`config.mk`:
```
export PLATFORM = sky130hd
export DESIGN_NAME = lc4_rename_map_ckpt
export DESIGN_NICKNAME = d
export VERILOG_FILES = /design/src/rtl/lc4_ooo_pkg.sv /design/src/rtl/lc4_ckpt_ctrl.sv /design/src/rtl/lc4_rename_map_ckpt.sv
export SDC_FILE = /design/constraint.sdc
export NUM_CORES = 1
export LEC_CHECK = 0
export BUFFER_PORTS_ARGS = -buffer_cell sky130_fd_sc_hd__buf_2
export CORE_ASPECT_RATIO = 0.75
export CORE_MARGIN = 2
export CORE_UTILIZATION = 63
export CTS_BUF_LIST = sky130_fd_sc_hd__clkbuf_8
export CTS_CLUSTER_DIAMETER = 150
export DETAILED_ROUTE_END_ITERATION = 8
export HOLD_SLACK_MARGIN = 0.12
export PLACE_DENSITY = 0.82
export SETUP_SLACK_MARGIN = 0.5
export SKIP_CTS_REPAIR_TIMING = 1
export SLEW_MARGIN = 20
export SYNTH_ARGS = -nofsm -noshare
export SYNTH_HDL_FRONTEND = slang
export SYNTH_SLANG_ARGS = --single-unit
```
`constraint.sdc`:
```
create_clock -name clk -period 4.6 [get_ports clk]
set_clock_uncertainty 0.15 [all_clocks]
set_input_delay 0.46 -clock clk [delete_from_list [all_inputs] [get_ports clk]]
set_output_delay 0.46 -clock clk [all_outputs]
set_load 0.1 [all_outputs]
```
`src/rtl/lc4_ooo_pkg.sv`:
```
// Shared sizing helpers and defaults for the LC4 out-of-order rename stage.
package lc4_ooo_pkg;

  localparam int unsigned N_ARCH_DEF     = 8;
  localparam int unsigned TAG_W_DEF      = 4;
  localparam int unsigned CKPT_DEPTH_DEF = 4;

  // Index width for an n-entry table; never narrower than one bit.
  function automatic int unsigned idx_w(input int unsigned n);
    return (n > 1) ? $clog2(n) : 1;
  endfunction

  localparam int unsigned PW_DEF = idx_w(CKPT_DEPTH_DEF);

  typedef logic [PW_DEF-1:0] ckpt_ptr_t;

endpackage

```
`src/rtl/lc4_ckpt_ctrl.sv`:
```
// Checkpoint ring bookkeeping: head/tail/count, restore liveness, ack, full/empty and sticky error.
module lc4_ckpt_ctrl
  import lc4_ooo_pkg::*;
#(
  parameter  int unsigned CKPT_DEPTH = CKPT_DEPTH_DEF,
  localparam int unsigned PW         = idx_w(CKPT_DEPTH)
) (
  input  logic          clk,
  input  logic          rst_n,
  input  logic          gwe,
  input  logic          flush,
  input  logic          ckpt_req,
  input  logic          restore,
  input  logic [PW-1:0] restore_id,
  input  logic          release_ckpt,
  output logic          ckpt_ack,
  output logic          restore_hit_c,
  output logic [PW-1:0] ckpt_id,
  output logic          ckpt_full,
  output logic          ckpt_empty,
  output logic          ckpt_err
);

  logic [PW-1:0] head_q, head_d, tail_q, tail_d, dist_c;
  logic [PW:0]   count_q, count_d;
  logic          err_q, err_set_c, live_c, act_c, rel_ok_c, full_c, empty_c;

  always_comb begin
    dist_c        = restore_id - head_q;
    live_c        = {1'b0, dist_c} < count_q;
    full_c        = count_q == (PW+1)'(CKPT_DEPTH);
    empty_c       = count_q == '0;
    act_c         = gwe & ~flush;
    restore_hit_c = act_c & restore & live_c;
    rel_ok_c      = act_c & ~restore & release_ckpt & ~empty_c;
    // A release in the same cycle frees a slot, so a full ring can still accept.
    ckpt_ack      = act_c & ckpt_req & ~restore & (~full_c | rel_ok_c);
    err_set_c     = act_c & ((restore & ~live_c) | (~restore & release_ckpt & empty_c));

    head_d  = head_q;
    tail_d  = tail_q;
    count_d = count_q;
    if (gwe && flush) begin
      head_d  = '0;
      tail_d  = '0;
      count_d = '0;
    end else if (restore_hit_c) begin
      tail_d = restore_id;
      if (release_ckpt && (dist_c != '0)) begin
        head_d  = head_q + PW'(1);
        count_d = {1'b0, dist_c - PW'(1)};
      end else begin
        count_d = {1'b0, dist_c};
      end
    end else begin
      head_d  = head_q + PW'(rel_ok_c);
      tail_d  = tail_q + PW'(ckpt_ack);
      count_d = count_q + (PW+1)'(ckpt_ack) - (PW+1)'(rel_ok_c);
    end
  end

  always_ff @(posedge clk or negedge rst_n) begin
    if (!rst_n) begin
      head_q  <= '0;
      tail_q  <= '0;
      count_q <= '0;
      err_q   <= 1'b0;
    end else begin
      head_q  <= head_d;
      tail_q  <= tail_d;
      count_q <= count_d;
      err_q   <= err_q | err_set_c;
    end
  end

  assign ckpt_id    = tail_q;
  assign ckpt_full  = full_c;
  assign ckpt_empty = empty_c;
  assign ckpt_err   = err_q;

endmodule

```
`src/rtl/lc4_rename_map_ckpt.sv`:
```
// Speculative arch->phys rename map with multi-port read/write and a checkpoint ring for recovery.
// Optional LC4_RENAME_BYPASS_EN forwards same-cycle writes onto the read ports.
module lc4_rename_map_ckpt
  import lc4_ooo_pkg::*;
#(
  parameter  int unsigned N_ARCH     = N_ARCH_DEF,
  parameter  int unsigned TAG_W      = TAG_W_DEF,
  parameter  int unsigned N_RD       = 3,
  parameter  int unsigned N_WR       = 2,
  parameter  int unsigned CKPT_DEPTH = CKPT_DEPTH_DEF,
  localparam int unsigned AW         = idx_w(N_ARCH),
  localparam int unsigned PW         = idx_w(CKPT_DEPTH)
) (
  input  logic                  clk,
  input  logic                  rst_n,
  input  logic                  gwe,
  input  logic                  flush,
  input  logic [N_RD*AW-1:0]    rsel,
  output logic [N_RD*TAG_W-1:0] rpsel,
  input  logic [N_WR-1:0]       we,
  input  logic [N_WR*AW-1:0]    wsel,
  input  logic [N_WR*TAG_W-1:0] wpsel,
  input  logic                  ckpt_req,
  output logic                  ckpt_ack,
  output logic [PW-1:0]         ckpt_id,
  input  logic                  restore,
  input  logic [PW-1:0]         restore_id,
  input  logic                  release_ckpt,
  output logic                  ckpt_full,
  output logic                  ckpt_empty,
  output logic                  ckpt_err
);

  logic [TAG_W-1:0] map_q  [N_ARCH];
  logic [TAG_W-1:0] map_d  [N_ARCH];
  logic [TAG_W-1:0] snap_q [CKPT_DEPTH][N_ARCH];
  logic             restore_hit_c;

  lc4_ckpt_ctrl #(.CKPT_DEPTH(CKPT_DEPTH)) u_ctrl (
    .clk          (clk),
    .rst_n        (rst_n),
    .gwe          (gwe),
    .flush        (flush),
    .ckpt_req     (ckpt_req),
    .restore      (restore),
    .restore_id   (restore_id),
    .release_ckpt (release_ckpt),
    .ckpt_ack     (ckpt_ack),
    .restore_hit_c(restore_hit_c),
    .ckpt_id      (ckpt_id),
    .ckpt_full    (ckpt_full),
    .ckpt_empty   (ckpt_empty),
    .ckpt_err     (ckpt_err)
  );

  // Next map: flush > restore > writes; later (younger) ports override earlier ones.
  always_comb begin
    map_d = map_q;
    if (gwe && flush) begin
      for (int unsigned i = 0; i < N_ARCH; i++) map_d[i] = TAG_W'(i);
    end else if (gwe && restore) begin
      if (restore_hit_c) map_d = snap_q[restore_id];
    end else if (gwe) begin
      for (int unsigned k = 0; k < N_WR; k++) begin
        if (we[k]) map_d[wsel[k*AW +: AW]] = wpsel[k*TAG_W +: TAG_W];
      end
    end
  end

  always_ff @(posedge clk or negedge rst_n) begin
    if (!rst_n) begin
      for (int unsigned i = 0; i < N_ARCH; i++) map_q[i] <= TAG_W'(i);
    end else begin
      map_q <= map_d;
    end
  end

  // Snapshot captures the map as it stood at the start of the cycle.
  always_ff @(posedge clk) begin
    if (ckpt_ack) snap_q[ckpt_id] <= map_q;
  end

  always_comb begin
    rpsel = '0;
    for (int unsigned j = 0; j < N_RD; j++) begin
      rpsel[j*TAG_W +: TAG_W] = map_q[rsel[j*AW +: AW]];
`ifdef LC4_RENAME_BYPASS_EN
      for (int unsigned k = 0; k < N_WR; k++) begin
        if (gwe && we[k] && !flush && !restore && (wsel[k*AW +: AW] == rsel[j*AW +: AW]))
          rpsel[j*TAG_W +: TAG_W] = wpsel[k*TAG_W +: TAG_W];
      end
`endif
    end
  end

endmodule
```
; ---- Word level (Yosys, flattened, before mapping)
; Memories as Yosys holds them, arrays and structs flattened.
; Index checks and enable logic that the tools add are counted.
[totals]
regBits = 40
mem_bits_rw = 128
inputBits = 34
output_inout_bits = 18
wordCells = 100
mem_count = 1
[op_classes]
addsub = 7
magnitude_cmp = 8
eq_ne = 3
n_mux = 34
bitwise_logic = 26
reduce_logical = 9
[memory_table]
columns = memory, words, width, rd, rd_clocked_by_memory_dff, write_ports, line
row1 = snap_q, 4, 32, 1, 0, 1, lc4_rename_map_ckpt.sv:36  ; logic [TAG_W-1:0] snap_q [CKPT_DEPTH][N_ARCH];
[op_table]
columns = cell, count
row1 = $mux 32, 9
row2 = $bwmux 32, 2
row3 = $bmux 4 s3, 3
row4 = $mux 4, 8
row5 = $demux 4 s3, 2
row6 = $ge 4x4->1 const B, 5
row7 = $not 3->4, 5
row8 = $and 1x1->1, 13
row9 = $mux 2, 6
row10 = $lt 4x1->1 const B, 2
row11 = $mux 3, 2
row12 = $logic_and 1x1->1, 5
row13 = $not 1->1, 5
row14 = $add 2x1->2, 2
row15 = $add 3x1->3, 1
row16 = $eq 3x3->1 const B, 1
row17 = $logic_not 3->1, 1
row18 = $lt 2x3->1, 1
row19 = $ne 3x1->1 const B, 1
row20 = $ne 3x3->1 const B, 1
row21 = $or 1x1->1, 3
row22 = $reduce_bool 3->1, 1
row23 = $sub 3x1->3, 1
row24 = $add 2x1->2 const B, 1
row25 = other kinds (5), 6

; ---- Logic depth before layout (Yosys ltp)
; Gate-level depths: netlist of the first run.
[logic_depth]
depth_word = 15
ltp_mapped = 16
mapped_depth_nobuf = 14

; ---- By module
; Synthesis of the first run repeated with hierarchy kept, for this count alone.
[unflattened]
cells_unflattened = 610
hier_area_um2 = 8468.1
[modules_own_cells]
columns = module, instances, cells_per_inst, area_each_um2
row1 = lc4_rename_map_ckpt, 1, 545, 7840.0
row2 = lc4_ckpt_ctrl, 1, 65, 628.1

; ---- Worst setup path before layout of the first run
; No wires, ideal clock.
[synth_path]
path_type = register to register
start = register u_ctrl.count_q[1]
end = register u_ctrl.count_q[2]
setup_time_ns = 0.120
arrival_ns = 4.210
path_slack_ns = 0.121
stages_incl_launch_ff = 11
path_buffers = 0
period_less_slack_ns = 4.479
cell_sequence = dfrtp_1 > nor3_1 > and3b_1 > ha_1 > inv_1 > ha_1 > inv_1 > fa_1 > xnor2_1 > xnor2_1 > and3_1
[synth_via]
elab_chain_len = 9
[synth_rtl]
columns = element, line
row1 = start: declaration, lc4_ckpt_ctrl.sv:25  ; logic [PW:0] count_q, count_d;
row2 = start signal: assignment, lc4_ckpt_ctrl.sv:71  ; count_q <= count_d;
row3 = $logic_not 3->1 *, lc4_ckpt_ctrl.sv:32  ; empty_c = count_q == '0;
row4 = via ckpt_empty, lc4_rename_map_ckpt.sv:30  ; output logic ckpt_empty,
row5 = $not 1->1 *, lc4_ckpt_ctrl.sv:35  ; rel_ok_c = act_c & ~restore & release_ckpt & ~empty_c;
row6 = $and 1x1->1 *, lc4_ckpt_ctrl.sv:35
row7 = $or 1x1->1, lc4_ckpt_ctrl.sv:37  ; ckpt_ack = act_c & ckpt_req & ~restore & (~full_c | rel_ok_c);
row8 = $and 1x1->1, lc4_ckpt_ctrl.sv:37
row9 = $add 3x1->3, lc4_ckpt_ctrl.sv:58  ; count_d = count_q + (PW+1)'(ckpt_ack) - (PW+1)'(rel_ok_c);
row10 = $sub 3x1->3 *, lc4_ckpt_ctrl.sv:58
row11 = $mux 3 *, lc4_ckpt_ctrl.sv:47  ; end else if (restore_hit_c) begin
row12 = $mux 3 *, lc4_ckpt_ctrl.sv:43  ; if (gwe && flush) begin
row13 = via u_ctrl.count_d[2], lc4_ckpt_ctrl.sv:25
; Mark *: on every way through the listed nets, which the timed path passes. The rest lies on a longest branch.
; A chain may end at the register's enable or synchronous reset.

; ---- Worst setup path after layout of the first run
[layout_path]
start = register u_ctrl.head_q[0]
end = register u_ctrl.head_q[0]
[layout_via]
elab_chain_len = 5
[layout_rtl]
columns = element, line
row1 = start: declaration, lc4_ckpt_ctrl.sv:24  ; logic [PW-1:0] head_q, head_d, tail_q, tail_d, dist_c;
row2 = start signal: assignment, lc4_ckpt_ctrl.sv:64  ; head_q <= '0;
row3 = start signal: assignment, lc4_ckpt_ctrl.sv:69  ; head_q <= head_d;
row4 = $sub 2x2->2, lc4_ckpt_ctrl.sv:29  ; dist_c = restore_id - head_q;
row5 = $lt 2x3->1, lc4_ckpt_ctrl.sv:30  ; live_c = {1'b0, dist_c} < count_q;
row6 = $and 1x1->1, lc4_ckpt_ctrl.sv:34  ; restore_hit_c = act_c & restore & live_c;
row7 = $mux 2, lc4_ckpt_ctrl.sv:47
row8 = $mux 2, lc4_ckpt_ctrl.sv:43
; Parallel ways exist; a longest one is shown, timed or not. The select of a mux whose other input is x is not followed.

==> results of run 1 <==
[critical path: cells and delay by family, from the launching register on]
kind	cells	cell delay [ns]
xor gates and xnor gates	2	0.39
DFF	1	0.41
buffers and inverters	1	0.09
adders and majority gates	3	0.71
AOI/OAI and AO/OA	3	0.72
and+or+nand+nor	4	0.68
[final cells by class]
class	count	share of cell area, %
sequential	168	53.98
antenna	1	0.02780
multi-input combinational	328	35.19
clock inverter	15	1.654
tap	171	2.377
clock buffer	17	2.599
timing repair buffer	59	3.753
inverter	10	0.4170
[registers in the layout, indices dropped and copies added, names as in the netlist]
name / count
u_ctrl.ckpt_id: 2
map_q: 32
u_ctrl.head_q: 2
u_ctrl.count_q: 3
snap_q: 128
u_ctrl.ckpt_err: 1
[report_power, final]
part	leakage, nW	internal, mW	switching [mW]	total, mW
Combinational	1.54	0.382	0.745	1.13
Sequential	1.65	1.84	0.231	2.07
Clock	0.214	0.521	0.511	1.03
Total	3.41	2.74	1.49	4.23
[final timing paths]
path | startpoint | to | cells after the start
hold reg to reg | u_ctrl.ckpt_err$_DFF_PN0_ | u_ctrl.ckpt_err$_DFF_PN0_ | 1
hold / removal | gwe | u_ctrl.head_q[1]$_DFFE_PN0P_ | 2
max in group asynchronous | rst_n | map_q[11]$_DFFE_PN0P_ | 2
setup / recovery | u_ctrl.head_q[0]$_DFFE_PN0P_ | u_ctrl.head_q[0]$_DFFE_PN0P_ | 13
min in group asynchronous | rst_n | u_ctrl.ckpt_err$_DFF_PN0_ | 2
setup reg to reg | u_ctrl.head_q[0]$_DFFE_PN0P_ | u_ctrl.head_q[0]$_DFFE_PN0P_ | 13
[cells in the mapped netlist, drive strengths merged, types with 2 or more instances]
| cell | n | area share [%] |
|---|---|---|
| a21oi | 24 | 1.5 |
| xnor2 | 3 | 0.32 |
| nor3 | 6 | 0.36 |
| a211oi | 7 | 0.64 |
| nand4b | 4 | 0.42 |
| o41ai | 2 | 0.30 |
| clkbuf | 14 | 0.67 |
| mux2 | 12 | 1.6 |
| and3 | 2 | 0.15 |
| nor2b | 7 | 0.56 |
| ha | 7 | 1.1 |
| nand2 | 56 | 2.6 |
| a22o | 2 | 0.21 |
| nand3 | 5 | 0.30 |
| o21ai | 13 | 0.83 |
| mux4 | 56 | 15 |
| dfrtp | 28 | 8.5 |
| a22oi | 17 | 1.5 |
| nand4 | 2 | 0.15 |
| inv | 10 | 0.45 |
| xor2 | 4 | 0.42 |
| buf | 27 | 2.1 |
| and4bb | 2 | 0.30 |
| nor2 | 23 | 1.2 |
| edfxtp | 128 | 47 |
| dfstp | 12 | 3.8 |
| o211ai | 25 | 2.3 |
| nand2b | 3 | 0.23 |
| mux2i | 31 | 3.8 |
[kinds of logic after synthesis]
family	count (synthesis)	share of synthesized area, %
flip-flops	168	58.84
AND/OR/NAND/NOR	118	7.302
adder cells (fa/ha/maj)	8	1.303
XOR/XNOR	7	0.7423
AO/OA/AOI/OAI	96	7.923
buffers and inverters	51	3.227
multiplexers	99	20.66
[routing by layer]
layer  track usage, %  wire, um  part of all wire [%]
met5                0         0                     0
met2            46.85      9612                    50
met3            5.949      1429                   7.5
met1            40.55      7658                    40
met4            9.535       335                   1.8
[cell usage in the layout, fill, tap and decap left out, types with 2 or more instances in the layout]
cell type and n:
edfxtp_1 128, mux4_2 56, nand2_1 54, buf_2 51, mux2i_1 31, dfrtp_1 28
o211ai_1 24, a21oi_1 24, nor2_1 21, a22oi_1 17, clkbuf_8 17, inv_1 15
mux2_2 12, dfstp_2 12, o21ai_0 11, a211oi_1 7, ha_1 7, nor2b_1 6
buf_4 6, nand3_1 5, xor2_1 4, nor3_1 4, nand4b_1 4, xnor2_1 3
nand2b_1 3, bufinv_16 3, clkinv_2 3, nor3_2 2, nand2_2 2, and3_1 2
a22o_1 2, and4bb_2 2, nand4_1 2, clkinv_1 2, clkinv_4 2
==> results.cfg, run 1 <==
[worst_setup_path]
required_ns = 4.80
worst_path_max_delay_cell = a221o_2
critPathMaxStageDelay_ns = 0.47
cp.arrival_ns = 3.44
r2r_slack_ns = 1.35
crit_path_start_kind = flop
crit_fanout = 24
worstSetupPathType = flop to flop
crit_path_frequent_cell = ha_1
cp-end-kind = flop
crit_path_cell_trace = ha_1 -> xor2_1 -> xnor2_1 -> inv_1 -> ha_1 -> nor2b_1 -> a221o_2 -> nor2_8 -> or2_1 -> ha_1 -> nand2_1 -> a21oi_1 -> a31o_1

[timing]
tightestPinTransition_ns = 0.9898
grt_setup_unrepaired = false
fin_ws_ns = 1.355
min_period_ns = 3.245
maxSlewViolCount = 0
holdWs_ns = 0.1461
fin_setup_tns_ns = 0
max_freq_mhz = 308.1
slew_headroom_pct = 34.01
hold_violations = 0
setup_viol_count_final = 0
post-route-period-util_pct = 70.55

[layout]
fin_cells = 769
syn_to_final_growth_pct = 8.999
register_area_um2 = 4860
utilization_pct = 69.88
multiInputGateArea_um2 = 3168
fill_cells = 883
drive_above_1_share_pct = 29.98
design_area_um2 = 9002
layout.nets = 626

[drt]
dr_total_vias = 5128
finalWirelength_um = 19040
wl_per_cell_um = 24.75
drc = 0
antenna_left = 0
drt_iter0_markers = 544
vias_per_cell = 6.668
dr.pass1.iters = 5

[job]
maxCapViolCount = 0

[global_route]
antenna_found_initial = 0
grt_pass1_vias = 4937
overflow = 0
grt_usage_pct = 29.03
grt_max_degree = 41
grt_pass1_wl_um = 28880

[outcome]
run_status = finished, final reports clean

[power_and_ir_drop]
power_mw = 4.228
cellLeakagePower_nw = 3.406
peakVddDrop_v = 0.0002861
p_per_area_nw_per_um2 = 469.6

[synthesis]
syn_nets = 589
ys.flop_type = edfxtp_1
synthCells = 547
async_flop_share_pct = 23.81
yosys_warnings = 0
synth.avg_cell_area_um2 = 15.10
yosysSeqAreaShare_pct = 58.84
ys_ff_latch = 168
synth-edff-count = 128
synth_cell_types = 55
syn_area_um2 = 8259

[clock_tree]
clk_pin_slew_ns = 0.09
cts_tree = done
clk_latency_ns = 0.46
clock-sinks = 168
cts-root-buf = clkbuf_8
cts_buffers = 17
cts.path.max_buffers = 2
cts_max_level = 4

[die]
dieHeight_um = 103.2
ioPinCount = 52
num_rows = 36
core_area_um2 = 12880
die_w_um = 136.2
start_util_pct = 64.11
die_area_um2 = 14050

[placed_design]
place_ws_ns = 1.155
dp.cells = 734
gp_congestion = 0.9302
portBuffers = 51
place_hpwl_um = 12570
postPlaceCellArea_um2 = 8579

[min_path]
hold_class = primary input to flop
Note: power is estimated with default switching activity, not from simulation.
==> run 2: changes to the inputs <==
==> constraint.sdc (replaced) <==
create_clock -name clk -period 3.1 [get_ports clk]
set_clock_uncertainty 0.15 [all_clocks]
set_input_delay 0.31 -clock clk [delete_from_list [all_inputs] [get_ports clk]]
set_output_delay 0.31 -clock clk [all_outputs]
set_load 0.1 [all_outputs]
==> run 2 against run 1 <==
  * The flow now finishes with violations (negative hold slack)
  * Combinational power grew 70%
  * Register-to-register slack got worse by 1.1 ns
  * Wire length increased by 5.8%
  * Power grew 57%
  * Non-clock buffer count increased by 21
  * Via count grew 5.3%
  * Clock power is 60% higher
  * Count of clock-buffer cells in the layout is 4 higher
  * Fmax grew 14%
  * Sequential share of layout area fell by 3.0 points
  * Global-route usage grew 0.68 points
  * Worst hold slack worse by 0.16 ns
  * Critical path type unchanged
==> results.cfg, run 2 (synthesis gave the netlist of run 1 again) <==
[global_route]
antenna_found_initial = 0
grt_max_degree = 41
grt_pass1_wl_um = 29710
grt_usage_pct = 29.71
overflow = 0
grt_pass1_vias = 5259

[timing]
grt_setup_unrepaired = true
hold_violations = 1
maxSlewViolCount = 0
fin_setup_tns_ns = 0
min_period_ns = 2.847
slew_headroom_pct = 53.62
post-route-period-util_pct = 91.84
fin_ws_ns = 0.2530
holdWs_ns = -0.01150
setup_viol_count_final = 0
tightestPinTransition_ns = 0.6958
max_freq_mhz = 351.2

[worst_setup_path]
r2r_start = u_ctrl.head_q[0]$_DFFE_PN0P_
worstReg2RegEnd = u_ctrl.head_q[0]$_DFFE_PN0P_
crit_fanout = 3
cp-end-kind = flop
worstRegToRegCells = 13
required_ns = 3.31
crit_path_start_kind = flop
cp.arrival_ns = 3.05
worstSetupPathType = flop to flop
r2r_slack_ns = 0.25

[die]
die_w_um = 136.2
dieHeight_um = 103.2
start_util_pct = 64.11
num_rows = 36
ioPinCount = 52
die_area_um2 = 14050
core_area_um2 = 12880

[drt]
antenna_left = 0
drt_iter0_markers = 501
vias_per_cell = 6.845
drc = 0
finalWirelength_um = 20140
dr_total_vias = 5401
dr.pass1.iters = 5
wl_per_cell_um = 25.52

[placed_design]
place_hpwl_um = 12570
place_ws_ns = 0.03684
portBuffers = 51
gp_congestion = 0.9293

[power_and_ir_drop]
seqPwrFrac_pct = 46.3
sw_frac_of_total_pct = 35.09
p_per_area_nw_per_um2 = 697.1
power_switching_mw = 2.334
power_frac_clock_pct = 24.9
p_int_mw = 4.316
p_comb_share_pct = 28.8
peakVddDrop_v = 0.0005812
cellLeakagePower_nw = 3.549

[min_path]
min_path_cells = 3
hold-path-endpoint = u_ctrl.ckpt_id[0]$_DFF_PN0_
hold_start = restore_id[0]
hold_class = primary input to flop

[layout]
antenna_cells = 0
layout.nets = 647
largest_reg_flops = 128
final_cell_mix = edfxtp_1 (128), mux4_2 (56), nand2_1 (54), buf_2 (49), mux2i_1 (31)
drive_above_1_share_pct = 39.00
layout_commonest_cell = edfxtp_1
reg_top3 = snap_q (128), map_q (32), u_ctrl.count_q (3)
syn_to_final_growth_pct = 15.50
largest_register = snap_q

[outcome]
failed_checks = negative hold slack
run_status = finished, violations left

[clock_tree]
cts_buffers = 17
clk_pin_slew_ns = 0.09
clk_latency_ns = 0.46
cts.path.max_buffers = 2
cts_max_level = 4
cts_tree = done
clock-sinks = 168
cts-root-buf = clkbuf_8

[job]
maxCapViolCount = 0
run 2: changes by cell type in the layout (fill, tap and decap cells not counted), sizes merged:
cell | previous run | this run
buf | 58 | 72
dlygate4sd3 | 1 | 8
clkbuf | 17 | 21
inv | 15 | 12
clkinv | 7 | 5
clkinvlp | 0 | 1
diode | 1 | 0
run 2: worst max path at each step:
stage | from | end | slack [ns] | cells after the start
floorplan | u_ctrl.count_q[1]$_DFF_PN0_ | u_ctrl.count_q[2]$_DFF_PN0_ | 0.08 | 10
global placement | restore_id[0] | u_ctrl.head_q[0]$_DFFE_PN0P_ | 0.14 | 13
detailed placement | restore_id[0] | u_ctrl.head_q[0]$_DFFE_PN0P_ | 0.04 | 13
CTS | u_ctrl.head_q[0]$_DFFE_PN0P_ | u_ctrl.head_q[0]$_DFFE_PN0P_ | 0.06 | 11
global route | u_ctrl.head_q[0]$_DFFE_PN0P_ | u_ctrl.head_q[0]$_DFFE_PN0P_ | 0.15 | 13
finish | u_ctrl.head_q[0]$_DFFE_PN0P_ | u_ctrl.head_q[0]$_DFFE_PN0P_ | 0.25 | 13
run 2: critical path, stage by stage (launching register included):
cell and delay (ns):
dfrtp_1 0.44, ha_4 0.19, xor2_2 0.15, xnor2_2 0.18, inv_1 0.10, ha_4 0.22
nor2b_1 0.12, a221o_2 0.44, nor2_8 0.11, or2_1 0.12, ha_1 0.23, nand2_1 0.06
a21oi_1 0.05, a31o_1 0.19
run 2: power by group through the flow:
stage | combinational, mW | sequential (mW) | clock (mW)
after global routing | 2.03 | 3.11 | 1.76
after floorplan | 1.42 | 3.05 | 0
after CTS | 1.78 | 3.07 | 1.67
final | 1.92 | 3.08 | 1.65
after detailed placement | 1.76 | 3.11 | 0
after global placement | 1.72 | 3.08 | 0
run 2: stage by stage:
stage          utilization (%)  cells  cell area (um^2)  total power, mW
3_5_place_dp             68.88    740              8874            4.878
2_1_floorplan                -    547              8523            4.472
3_3_place_gp             68.88    740              8874            4.794
6_report                 74.05    789              9539            6.649
5_1_grt                  74.05    789              9539            6.900
4_1_cts                  72.26    772              9309            6.512
run 2: layer usage:
metal  vias up  global-route usage (%)  share of wire [%]
met5         -                       0                  0
met1      2735                   40.18                 38
met4         0                   12.18                3.4
met3        70                   7.620                9.3
met2       312                   47.08                 49
li1       2284                       -                  -
run 2: area by class of cell:
cell class / count / area, um^2
Sequential cell: 168 / 4866
Inverter: 10 / 46.29
Clock inverter: 11 / 146.4
Clock buffer: 21 / 289.0
Tap cell: 171 / 214.0
Fill cell: 775 / 3343
Multi-Input combinational cell: 328 / 3397
Timing Repair Buffer: 80 / 580.6
